`config.mk`:
```
export PLATFORM = sky130hd
export DESIGN_NAME = regfile_arbiter
export DESIGN_NICKNAME = d
export VERILOG_FILES = /design/src/rtl/rfarb_pkg.sv /design/src/rtl/regfile_arbiter_rr_grant.sv /design/src/rtl/regfile_arbiter.sv
export SDC_FILE = /design/constraint.sdc
export NUM_CORES = 1
export LEC_CHECK = 0
export ABC_AREA = 1
export CORE_UTILIZATION = 41
export DETAILED_ROUTE_END_ITERATION = 8
export GPL_TIMING_DRIVEN = 0
export HOLD_SLACK_MARGIN = 0.06
export PLACE_DENSITY = 0.94
export SKIP_CTS_REPAIR_TIMING = 1
export SYNTH_ARGS = -nofsm -noshare
export SYNTH_HDL_FRONTEND = slang
export SYNTH_SLANG_ARGS = --single-unit
```
`constraint.sdc`:
```
create_clock -name CLK -period 3.55 [get_ports CLK]
set_input_delay 0.8875 -clock CLK [delete_from_list [all_inputs] [get_ports CLK]]
set_output_delay 0.8875 -clock CLK [all_outputs]
set_load 0.01 [all_outputs]
```
`src/rtl/rfarb_pkg.sv`:
```
// Shared defaults and pipeline record for the register-file arbiter.
// Latency: n/a (types and constants only).
// Backpressure: n/a.
package rfarb_pkg;

    localparam int NREQ_DEF     = 4;
    localparam int DW_DEF       = 16;
    localparam int AW_DEF       = 3;
    localparam int LOCK_MAX_DEF = 4;

    // Requester index width; resp_id is always this wide (up to 8 requesters)
    localparam int ID_W = 3;

    // Valid bit plus owner id carried alongside an operation through I and C stages
    typedef struct packed {
        logic            vld;
        logic [ID_W-1:0] id;
    } stage_t;

endpackage

```
`src/rtl/regfile_arbiter_rr_grant.sv`:
```
// Rotating-priority one-hot grant: first pending requester at or after ptr wins.
// Latency: purely combinational.
// Backpressure: none; gnt is all zero when no vld bit is set.
module rr_grant #(
    parameter int N  = 4,
    parameter int PW = 2
) (
    input  logic [N-1:0]  vld,
    input  logic [PW-1:0] ptr,
    output logic [N-1:0]  gnt
);

    // Scan upward from ptr with wrap-around and grant the first pending requester
    always_comb begin : p_scan
        logic        found;
        logic [PW:0] idx;
        gnt   = '0;
        found = 1'b0;
        idx   = '0;
        for (int k = 0; k < N; k++) begin
            idx = {1'b0, ptr} + (PW+1)'(k);
            if (idx >= (PW+1)'(N)) begin
                idx = idx - (PW+1)'(N);
            end
            if (!found && vld[idx[PW-1:0]]) begin
                gnt[idx[PW-1:0]] = 1'b1;
                found            = 1'b1;
            end
        end
    end

endmodule

```
`src/rtl/regfile_arbiter.sv`:
```
// Round-robin arbiter sharing one register-file port; optional grant locking under RFARB_LOCK_EN.
// Latency: 2 cycles from acceptance edge to resp_valid; one operation accepted per cycle.
// Backpressure: one-hot req_ready grant to requesters; responses are never stalled.
module regfile_arbiter
    import rfarb_pkg::*;
#(
    parameter int NREQ     = NREQ_DEF,
    parameter int DW       = DW_DEF,
    parameter int AW       = AW_DEF,
    parameter int LOCK_MAX = LOCK_MAX_DEF
) (
    input  logic                 CLK,
    input  logic                 RESET,
    input  logic [NREQ-1:0]      req_valid,
    output logic [NREQ-1:0]      req_ready,
    input  logic [NREQ-1:0]      req_we,
    input  logic [NREQ*AW-1:0]   req_aa,
    input  logic [NREQ*AW-1:0]   req_ba,
    input  logic [NREQ*AW-1:0]   req_da,
    input  logic [NREQ*DW-1:0]   req_dd,
    input  logic [NREQ-1:0]      req_lock,
    output logic [AW-1:0]        RF_AA,
    output logic [AW-1:0]        RF_BA,
    output logic [AW-1:0]        RF_DA,
    output logic [DW-1:0]        RF_DD,
    output logic                 RF_RW,
    input  logic [DW-1:0]        RF_AD,
    input  logic [DW-1:0]        RF_BD,
    output logic                 resp_valid,
    output logic [2:0]           resp_id,
    output logic [DW-1:0]        resp_ad,
    output logic [DW-1:0]        resp_bd,
    output logic                 busy
);

    localparam int PW = (NREQ > 1) ? $clog2(NREQ) : 1;

    logic [PW-1:0]   ptr_q, ptr_d;
    logic [NREQ-1:0] rr_gnt;
    logic [NREQ-1:0] gnt;
    logic            acc;
    logic [ID_W-1:0] win_id;

    logic [AW-1:0]   rf_aa_q, rf_aa_d;
    logic [AW-1:0]   rf_ba_q, rf_ba_d;
    logic [AW-1:0]   rf_da_q, rf_da_d;
    logic [DW-1:0]   rf_dd_q, rf_dd_d;
    logic            rf_rw_q, rf_rw_d;

    stage_t          i_stg_q, i_stg_d;
    stage_t          c_stg_q, c_stg_d;

    logic            resp_valid_q, resp_valid_d;
    logic [ID_W-1:0] resp_id_q, resp_id_d;
    logic [DW-1:0]   resp_ad_q, resp_ad_d;
    logic [DW-1:0]   resp_bd_q, resp_bd_d;

    rr_grant #(
        .N  (NREQ),
        .PW (PW)
    ) u_rr_grant (
        .vld (req_valid),
        .ptr (ptr_q),
        .gnt (rr_gnt)
    );

`ifdef RFARB_LOCK_EN
    localparam int CW = $clog2(LOCK_MAX + 1);

    logic            lock_on_q, lock_on_d;
    logic [ID_W-1:0] lock_id_q, lock_id_d;
    logic [CW-1:0]   lock_cnt_q, lock_cnt_d;
    logic [NREQ-1:0] lock_gnt;
    logic [CW-1:0]   cnt_nx;

    // Lock owner keeps the grant only while it still presents a request
    always_comb begin
        lock_gnt = '0;
        for (int i = 0; i < NREQ; i++) begin
            if (lock_on_q && (lock_id_q == ID_W'(i)) && req_valid[i]) begin
                lock_gnt[i] = 1'b1;
            end
        end
    end

    // A live lock overrides the rotating-priority grant
    always_comb begin
        gnt = (|lock_gnt) ? lock_gnt : rr_gnt;
    end

    // Count consecutive locked grants; the first locked request counts as one,
    // and reaching LOCK_MAX drops the lock so the next arbitration is fair
    always_comb begin
        cnt_nx     = (|lock_gnt) ? (lock_cnt_q + CW'(1)) : CW'(1);
        lock_on_d  = 1'b0;
        lock_id_d  = lock_id_q;
        lock_cnt_d = '0;
        if (acc && (|(req_lock & req_ready)) && (cnt_nx < CW'(LOCK_MAX))) begin
            lock_on_d  = 1'b1;
            lock_id_d  = win_id;
            lock_cnt_d = cnt_nx;
        end
    end

    // Lock state registers
    always_ff @(posedge CLK or negedge RESET) begin
        if (!RESET) begin
            lock_on_q  <= 1'b0;
            lock_id_q  <= '0;
            lock_cnt_q <= '0;
        end else begin
            lock_on_q  <= lock_on_d;
            lock_id_q  <= lock_id_d;
            lock_cnt_q <= lock_cnt_d;
        end
    end
`else
    // Without locking the grant is the rotating-priority result; req_lock is ignored
    assign gnt = rr_gnt;

    logic unused_lock;
    assign unused_lock = (^req_lock) ^ (LOCK_MAX > 0);
`endif

    // Grant is suppressed while reset is held
    assign req_ready = gnt & {NREQ{RESET}};
    assign acc       = |req_ready;

    // Mux the winner's fields onto the register-file port and advance the pointer past it
    always_comb begin
        win_id  = '0;
        rf_aa_d = rf_aa_q;
        rf_ba_d = rf_ba_q;
        rf_da_d = rf_da_q;
        rf_dd_d = rf_dd_q;
        rf_rw_d = 1'b0;
        for (int i = 0; i < NREQ; i++) begin
            if (req_ready[i]) begin
                win_id  = ID_W'(i);
                rf_aa_d = req_aa[i*AW +: AW];
                rf_ba_d = req_ba[i*AW +: AW];
                rf_da_d = req_da[i*AW +: AW];
                rf_dd_d = req_dd[i*DW +: DW];
                rf_rw_d = req_we[i];
            end
        end
        ptr_d = ptr_q;
        if (acc) begin
            ptr_d = (win_id == ID_W'(NREQ - 1)) ? '0 : PW'(win_id + ID_W'(1));
        end
    end

    // Carry valid/id through the issue and capture stages; latch read data as it leaves the file
    always_comb begin
        i_stg_d.vld  = acc;
        i_stg_d.id   = win_id;
        c_stg_d      = i_stg_q;
        resp_valid_d = c_stg_q.vld;
        resp_id_d    = resp_id_q;
        resp_ad_d    = resp_ad_q;
        resp_bd_d    = resp_bd_q;
        if (c_stg_q.vld) begin
            resp_id_d = c_stg_q.id;
            resp_ad_d = RF_AD;
            resp_bd_d = RF_BD;
        end
    end

    // Pipeline registers; async reset discards anything in flight and drops RF_RW at once
    always_ff @(posedge CLK or negedge RESET) begin
        if (!RESET) begin
            ptr_q        <= '0;
            rf_aa_q      <= '0;
            rf_ba_q      <= '0;
            rf_da_q      <= '0;
            rf_dd_q      <= '0;
            rf_rw_q      <= 1'b0;
            i_stg_q      <= '0;
            c_stg_q      <= '0;
            resp_valid_q <= 1'b0;
            resp_id_q    <= '0;
            resp_ad_q    <= '0;
            resp_bd_q    <= '0;
        end else begin
            ptr_q        <= ptr_d;
            rf_aa_q      <= rf_aa_d;
            rf_ba_q      <= rf_ba_d;
            rf_da_q      <= rf_da_d;
            rf_dd_q      <= rf_dd_d;
            rf_rw_q      <= rf_rw_d;
            i_stg_q      <= i_stg_d;
            c_stg_q      <= c_stg_d;
            resp_valid_q <= resp_valid_d;
            resp_id_q    <= resp_id_d;
            resp_ad_q    <= resp_ad_d;
            resp_bd_q    <= resp_bd_d;
        end
    end

    assign RF_AA      = rf_aa_q;
    assign RF_BA      = rf_ba_q;
    assign RF_DA      = rf_da_q;
    assign RF_DD      = rf_dd_q;
    assign RF_RW      = rf_rw_q;
    assign resp_valid = resp_valid_q;
    assign resp_id    = resp_id_q;
    assign resp_ad    = resp_ad_q;
    assign resp_bd    = resp_bd_q;
    assign busy       = i_stg_q.vld | c_stg_q.vld;

endmodule

```
==> impl_metrics.toml, run 1 <==
[yosys]
yosys_warnings = 0
synthTopCellsByArea = "dfrtp_1 41%, nand2_1 16%, nand3_1 9.4%, mux2_2 9.2%, nor2_1 5.8%"
synth_edf_count = 0
synth_cell_types = 31
ys.flop_type = "dfrtp_1"
synth_seq_cells = 69
synthCells = 538
netlist_area_um2 = 4169
avgSynthCellArea_um2 = 7.749
synth-seq-area-share_pct = 41.42
yosys.area.top_type = "dfrtp_1"
synth_top_cell_area_share_pct = 41.42
async_reset_ff_share_pct = 100.0
synth_nets = 690

[detailed_routing]
via_per_inst = 4.924
wl_per_cell_um = 15.46
routed_wl_um = 13900
drt_iter0_drc = 194
firstDrtPassIters = 5
route.detailed.drc = 0
vias = 4427
ant_nets = 0

[timing]
hold_viol = 0
finalCriticalPeriod_ps = 3614
finalSetupViolations = 1
rsz0062_at_grt = "true"
period_share_pct = 101.8
slew_headroom_pct = 62.84
drv_slew = 0
worstMarginPinSlew_ps = 557.5
skew_ps = 12.78
tns_ps = -63.85
layout_setup_ws_ps = -63.85
fmax_mhz = 276.7

[setup_path]
cp_top_family = "buffers and inverters"
cp-start-kind = "input pin"
cp_max_fo = 10
crit_chain = "clkdlybuf4s50_1, nand2_2, nand3_1, nand2_1, nand2_1, nor2_4, nand2_2, nand3b_4, nand2_2, buf_6, buf_6, inv_2, clkbuf_2"
required_ps = 2660
cp_common_cell = "nand2_2"
worstPathArrival_ps = 2730
critPathCaptureType = "output port"
critPathBufInv = 5
crit_path_top_delay_cell = "clkdlybuf4s50_1"
critical-path-max-stage-delay_ps = 460
crit_type = "input pin to output port"

[run]
cap_violations = 0

[status]
status = "finished with violations"
violations = "negative setup slack"

[clocking]
clk_pin_slew_worst_paths_ps = 80
clock_latency_ps = 350
cts.sinks = 69
numCtsBuffers = 9
htreeDepth = 3
cts_tree = "yes"
root_buffer = "clkbuf_8"
clock_path_buffers = 2

[place]
gp_congestion = 0.8405
dpl_cell_area_um2 = 6432
dp_hpwl_um = 10540
port_buffers = 207
preCtsSetupSlack_ps = -487.9

[final_layout]
final_area_um2 = 6684
drive_above_1_share_pct = 13.84
fillers = 813
area_growth_syn_to_layout_pct = 60.32
multiInputGateArea_um2 = 2095
final_net_count = 913
ff_latch_area_um2 = 1728
diodes = 0

[grt]
overflow = 0
grt_pass1_vias = 4313
antenna_found_initial = 0
grt_max_degree = 69
track_usage_pct = 26.62
grt_pass1_wl_um = 21220

[floorplan]
die-area_um2 = 10580
core_area_um2 = 9819
die_h_um = 102.8
die_x_um = 102.8
ios = 213
start_util_pct = 42.46
rows = 36

[power_and_ir_drop]
powerDensity_nw_per_um2 = 957.7
ir_drop_mv = 0.4847
leakage_nw = 3.294

[min_path]
hp-class = "input pin to async pin"
cell families (layout without fill, tap and decap cells):
group / Yosys count / after routing / share of synthesized area [%]
compound gates: 5 / 5 / 0.6901
buf+inv: 72 / 300 / 8.463
flops: 69 / 69 / 41.42
other cells: 1 / 1 / 0.08995
simple gates: 351 / 351 / 38.36
mux: 34 / 34 / 9.184
fa+ha+maj: 6 / 6 / 1.801
synth_stat cells, types with 2 or more instances:
| cell type | instances |
|---|---|
| buf_1 | 2 |
| buf_2 | 11 |
| buf_4 | 3 |
| buf_6 | 7 |
| clkbuf_1 | 7 |
| dfrtp_1 | 69 |
| ha_1 | 6 |
| inv_1 | 36 |
| inv_2 | 4 |
| mux2_2 | 34 |
| nand2_1 | 173 |
| nand2_2 | 6 |
| nand2_4 | 4 |
| nand3_1 | 78 |
| nand3_4 | 2 |
| nand4_1 | 15 |
| nor2_1 | 64 |
| nor2_2 | 2 |
| o21ai_0 | 3 |
path summary, 6_finish.rpt:
path / depth (start not counted) / to / slack (ps) / from
worst min register to register: 0 / c_stg_q[1] / 350 / c_stg_d[1]
worst max register to register: 16 / RF_DD[8] / 880 / ptr_q[0]
min in group CLK: 0 / c_stg_q[1] / 350 / c_stg_d[1]
max in group asynchronous: 2 / ptr_q[1] / 2650 / RESET
worst min-delay path: 1 / RF_BA[0] / 340 / RESET
worst max-delay path: 13 / req_ready[1] / -60 / req_valid[3]
area by class of cell:
cell class              instances  share of cell area, %
flip-flops and latches         69                  25.85
multi-input cells             397                  31.34
plain buffers                  30                  2.939
clock inverters                 7                  1.235
clock buffers                   9                  1.853
inverters                      42                  2.434
well taps                     133                  2.490
repair buffers                212                  31.86
routing by layer:
metal / vias up / global-route usage, % / share of wire, %
li1: 2160 / - / -
met2: 207 / 46.97 / 49
met5: - / 0 / 0
met1: 2037 / 30.17 / 39
met3: 23 / 8.000 / 9.5
met4: 0 / 10.40 / 2.1
flip-flops by register name (all words and copies together) (netlist names), 3 cells and up:
name / cells
RF_AA: 3
RF_BA: 3
resp_ad: 16
RF_DD: 16
resp_bd: 16
c_stg_d: 3
RF_DA: 3
report_power, final:
| part | internal (mW) | switching [mW] | total, mW | leakage (nW) |
|---|---|---|---|---|
| Sequential | 1.20 | 0.216 | 1.42 | 0.837 |
| Combinational | 1.93 | 2.38 | 4.30 | 2.36 |
| Clock | 0.336 | 0.345 | 0.680 | 0.0984 |
cell usage in the layout (no fill, tap or decap), types with 9 or more instances in the layout:
cell type and n:
buf_2 10, clkbuf_8 9, clkdlybuf4s50_1 202, dfrtp_1 68, inv_1 35, mux2_2 34
nand2_1 173, nand3_1 78, nand4_1 15, nor2_1 64
metrics by stage:
step / util [%] / cells / power (mW) / hold WS [ps]
4_1_cts: 67.61 / 895 / 6.387 / 329.0
3_3_place_gp: 65.25 / 878 / 5.540 / 333.0
5_1_grt: 68.07 / 899 / 6.948 / 324.5
2_1_floorplan: - / 538 / 4.010 / 331.2
3_5_place_dp: 65.51 / 879 / 5.693 / 336.3
6_report: 68.07 / 899 / 6.401 / 341.4
(Power assumes the default switching activity.)
==> inputs of run 2 (changes only) <==
--- a/config.mk
+++ b/config.mk
@@ -12,6 +12,7 @@
 export HOLD_SLACK_MARGIN = 0.06
 export PLACE_DENSITY = 0.94
 export SKIP_CTS_REPAIR_TIMING = 1
+export SLEW_MARGIN = 10
 export SYNTH_ARGS = -nofsm -noshare
 export SYNTH_HDL_FRONTEND = slang
 export SYNTH_SLANG_ARGS = --single-unit
==> constraint.sdc (replaced) <==
create_clock -name CLK -period 3.55 [get_ports CLK]
set_input_delay 0.8875 -clock CLK [delete_from_list [all_inputs] [get_ports CLK]]
set_output_delay 0.8875 -clock CLK [all_outputs]
set_load 0.005 [all_outputs]
==> run 2 against run 1 <==
The run now ends clean. Cell count increased by 0.44%. Non-clock buffer count increased by 4. Die area unchanged. Worst hold slack improved by 7.1 ps. Register-to-register slack lost 80 ps. Core utilization grew 0.73 points.
==> impl_metrics.toml, run 2 (synthesized netlist as in run 1, its figures left out) <==
[clocking]
clock_path_buffers = 2
cts.sinks = 69
clock_latency_ps = 350
cts_tree = "yes"
htreeDepth = 3
root_buffer = "clkbuf_8"
numCtsBuffers = 9
clk_pin_slew_worst_paths_ps = 100

[setup_path]
cp_top_family = "buffers and inverters"
critPathCaptureType = "output port"
critPathBufInv = 5
crit_type = "flop to output port"
crit_chain = "buf_6, inv_8, ha_4, inv_2, nand3_1, nand2_2, nand2_4, nor2_4, nand2_2, a21oi_2, buf_6, clkdlybuf4s50_1"
worstPathArrival_ps = 2630
critical-path-max-stage-delay_ps = 490
cp-start-kind = "flop"
crit_path_top_delay_cell = "clkdlybuf4s50_1"
required_ps = 2660
cp_max_fo = 11

[power_and_ir_drop]
power_mw = 6.360
leakage_nw = 3.352
ir_drop_mv = 0.4371
powerDensity_nw_per_um2 = 941.5

[final_layout]
diodes = 0
drive_above_1_share_pct = 14.94
multiInputGateArea_um2 = 2115
area_growth_syn_to_layout_pct = 62.03
final_net_count = 917
post_layout_nonfiller_instances = 903
final_common_cell = "clkdlybuf4s50_1"
final_area_um2 = 6755
ff_latch_area_um2 = 1728
fillers = 797
final_cell_mix = "199 x clkdlybuf4s50_1, 170 x nand2_1, 78 x nand3_1"

[detailed_routing]
via_per_inst = 4.992
vias = 4508
drt_iter0_drc = 190
firstDrtPassIters = 5
wl_per_cell_um = 15.64
routed_wl_um = 14120
route.detailed.drc = 0
ant_nets = 0

[timing]
finalSetupViolations = 0
period_share_pct = 99.04
slew_headroom_pct = 63.51
fmax_mhz = 284.4
worstMarginPinSlew_ps = 547.4
finalCriticalPeriod_ps = 3516
rsz0062_at_grt = "true"
tns_ps = 0
hold_viol = 0
drv_slew = 0
hold_ws_ps = 348.5
skew_ps = 21.53

[floorplan]
die_x_um = 102.8
die-area_um2 = 10580
start_util_pct = 42.46
die_h_um = 102.8
ios = 213
rows = 36
core_area_um2 = 9819

[min_path]
hp-class = "flop to flop"

[place]
gp_congestion = 0.8405
dpl_cell_area_um2 = 6425
dp_hpwl_um = 10650
port_buffers = 207
dp.cells = 879

[grt]
grt_max_degree = 42
grt_pass1_vias = 4392
grt_pass1_wl_um = 21260
antenna_found_initial = 0
overflow = 0
track_usage_pct = 26.52

[status]
status = "finished clean"

[run]
cap_violations = 0
[run 2: changes by cell type in the layout (fill, tap and decap cells not counted), sizes merged]
cell,previous run,this run
buf,29,33
clkbuf,17,16
dlymetal6s2s,3,7
clkdlybuf4s50,202,199
[run 2: worst paths after layout]
kind | start | end | slack (ps) | depth (start not counted)
max | ptr_q[0] | req_ready[3] | 30 | 12
min | c_stg_d[0] | c_stg_q[0] | 350 | 0
max reg2reg | ptr_q[0] | RF_DD[12] | 800 | 17
min reg2reg | c_stg_d[0] | c_stg_q[0] | 350 | 0
max in group asynchronous | RESET | ptr_q[1] | 2630 | 2
min in group asynchronous | RESET | RF_AA[0] | 410 | 1
[run 2: layer usage]
layer  global-route usage (%)  share of wire, %
met1                    30.51                38
met3                    8.542                11
met5                        0                 0
met4                    6.717               1.5
met2                    47.54                50
[run 2: power breakdown]
part	total, mW	leakage (nW)	internal (mW)	switching (mW)
logic	4.27	2.42	2.00	2.27
clock network	0.673	0.0984	0.335	0.337
registers	1.42	0.837	1.20	0.215
total	6.36	3.35	3.53	2.83
[run 2: area by class of cell]
class                           instances  share of cell area [%]
Timing Repair Buffer                  217                   32.30
Multi-Input combinational cell        397                   31.30
Sequential cell                        69                   25.58
Buffer                                 29                   2.815
Inverter                               42                   2.482
Tap cell                              133                   2.463
Clock buffer                            9                   1.834
Clock inverter                          7                   1.222
[run 2: stage by stage]
stage | util, % | setup slack [ps]
after floorplan | - | 738.0
after global placement | 65.25 | -2742
after detailed placement | 65.43 | -490.5
after CTS | 67.53 | -491.7
after global routing | 68.79 | -92.67
final | 68.79 | 34.25
==> inputs of run 3 (changes only) <==
--- a/config.mk
+++ b/config.mk
@@ -8,9 +8,11 @@
 export ABC_AREA = 1
 export CORE_UTILIZATION = 41
 export DETAILED_ROUTE_END_ITERATION = 8
+export GPL_ROUTABILITY_DRIVEN = 0
 export GPL_TIMING_DRIVEN = 0
-export HOLD_SLACK_MARGIN = 0.06
+export HOLD_SLACK_MARGIN = 0.12
 export PLACE_DENSITY = 0.94
+export SETUP_SLACK_MARGIN = 0.3
 export SKIP_CTS_REPAIR_TIMING = 1
 export SLEW_MARGIN = 10
 export SYNTH_ARGS = -nofsm -noshare
==> run 3 against run 2 <==
First-iteration DRC count up 6.8%. Worst setup slack better by 290 ps. Combinational power up 5.9%. Count of clock-buffer cells in the layout unchanged. Clock skew about the same. Worst hold slack about the same. Fmax up 9.1%. Clock power about the same. Sequential power about the same. Global-route usage unchanged. Critical endpoint is now req_ready[1]. Largest cell class unchanged.
==> impl_metrics.toml, run 3 (synthesized netlist as in run 1, its figures left out) <==
[final_layout]
drive_above_1_share_pct = 18.10
fillers = 765
final_area_um2 = 6939
final_net_count = 937
area_growth_syn_to_layout_pct = 66.45
post_layout_nonfiller_instances = 923
diodes = 0
final_common_cell = "clkdlybuf4s50_1"
final_cell_mix = "198 x clkdlybuf4s50_1, 168 x nand2_1, 76 x nand3_1"

[timing]
worstMarginPinSlew_ps = 563.3
drv_slew = 0
rsz0062_at_grt = "true"
hold_viol = 0
period_share_pct = 90.75
slew_headroom_pct = 62.45
fmax_mhz = 310.4
skew_ps = 22.02
finalCriticalPeriod_ps = 3222
finalSetupViolations = 0

[status]
status = "finished clean"

[clocking]
cts_tree = "yes"
htreeDepth = 3
numCtsBuffers = 9
clock_latency_ps = 350
cts.sinks = 69
clock_path_buffers = 2
clk_pin_slew_worst_paths_ps = 100
root_buffer = "clkbuf_8"

[detailed_routing]
drt_iter0_drc = 203
ant_nets = 0
vias = 4618
via_per_inst = 5.003
route.detailed.drc = 0
wl_per_cell_um = 15.66
routed_wl_um = 14450
firstDrtPassIters = 5

[grt]
track_usage_pct = 26.52
grt_pass1_wl_um = 21260
overflow = 0
antenna_found_initial = 0
grt_max_degree = 42
grt_pass1_vias = 4392

[power_and_ir_drop]
leakage_nw = 3.450
switching_power_mw = 2.907
p_int_mw = 3.694
power_mw = 6.601
ir_drop_mv = 0.4812
p_clk_share_pct = 10.2
switching_share_pct = 44.04
p_comb_share_pct = 68.5
pwr-share-seq_pct = 21.3
powerDensity_nw_per_um2 = 951.3

[setup_path]
crit_chain = "buf_6, clkinv_8, ha_4, inv_4, nand3_1, nand2_1, nand3_1, nand2_1, nand3b_4, nand2_4, buf_6, buf_12, inv_4, buf_6"
r2r-start = "ptr_q[0]"
cp_common_cell = "buf_6"
required_ps = 2660
critPathBufInv = 7
cp-start-kind = "flop"
critical-path-max-stage-delay_ps = 410
cp_top_family = "buffers and inverters"
crit_path_top_delay_cell = "dfrtp_1"
timing.rr.end = "RF_DD[8]"
crit_type = "flop to output port"
critPathCaptureType = "output port"
reg2reg_slack_ps = 880
worstPathArrival_ps = 2330
cp_max_fo = 8
ff2ff_path_depth = 17
path_depth = 14

[min_path]
holdPathEnd = "c_stg_q[0]"
hp-start = "c_stg_d[0]"
hp-class = "flop to flop"
holdPathStages = 0

[place]
dpl_cell_area_um2 = 6425
dp.cells = 879
dp_hpwl_um = 10650
port_buffers = 207

[floorplan]
die-area_um2 = 10580
die_h_um = 102.8
rows = 36
ios = 213
core_area_um2 = 9819
die_x_um = 102.8
start_util_pct = 42.46

[run]
cap_violations = 0
## run 3: changes by cell type in the layout (fill, tap and decap cells not counted), sizes merged
| cell | previous run | this run |
|---|---|---|
| inv | 44 | 43 |
| dlymetal6s2s | 7 | 6 |
| clkdlybuf4s50 | 199 | 198 |
| clkinv | 2 | 3 |
| buf | 33 | 55 |
## run 3: layer usage
metal / global-route usage, % / part of all wire [%] / vias up
li1: - / - / 2214
met1: 30.51 / 38 / 2152
met2: 47.54 / 50 / 219
met3: 8.542 / 9.8 / 33
met4: 6.717 / 2.0 / 0
met5: 0 / 0 / -
## run 3: metrics by stage
step / utilization [%] / setup TNS, ps / hold WS [ps] / worst slack [ps]
2_1_floorplan: - / 0 / 331.2 / 738.0
3_3_place_gp: 65.25 / -133260 / 333.0 / -2742
3_5_place_dp: 65.43 / -1349 / 335.8 / -490.5
4_1_cts: 67.53 / -1410 / 352.0 / -491.7
5_1_grt: 70.67 / 0 / 354.6 / 212.0
6_report: 70.67 / 0 / 348.9 / 328.4
## run 3: how the worst max path moves through the flow
stage,end,slack (ps),from
6_report,req_ready[1],330,ptr_q[0]
5_1_grt,req_ready[1],210,ptr_q[0]
4_1_cts,req_ready[3],-490,RESET
3_5_place_dp,req_ready[3],-490,RESET
3_3_place_gp,req_ready[3],-2740,RESET
2_1_floorplan,req_ready[1],740,ptr_q[1]
## run 3: layout make-up
cell class	count	area (µm²)	area share, %
buffer	30	207.7	2.993
sequential	69	1728	24.90
clock buffer	9	123.9	1.785
tap	133	166.4	2.398
multi-input combinational	397	2135	30.76
clock inverter	7	82.58	1.190
inverter	42	177.7	2.560
timing repair buffer	236	2318	33.41
## run 3: power by group through the flow
stage	clock, mW	sequential, mW	combinational, mW
5_1_grt	0.723	1.45	4.98
3_3_place_gp	0	1.39	4.00
4_1_cts	0.686	1.41	4.12
2_1_floorplan	0	1.43	2.44
6_report	0.675	1.41	4.52
3_5_place_dp	0	1.42	4.11
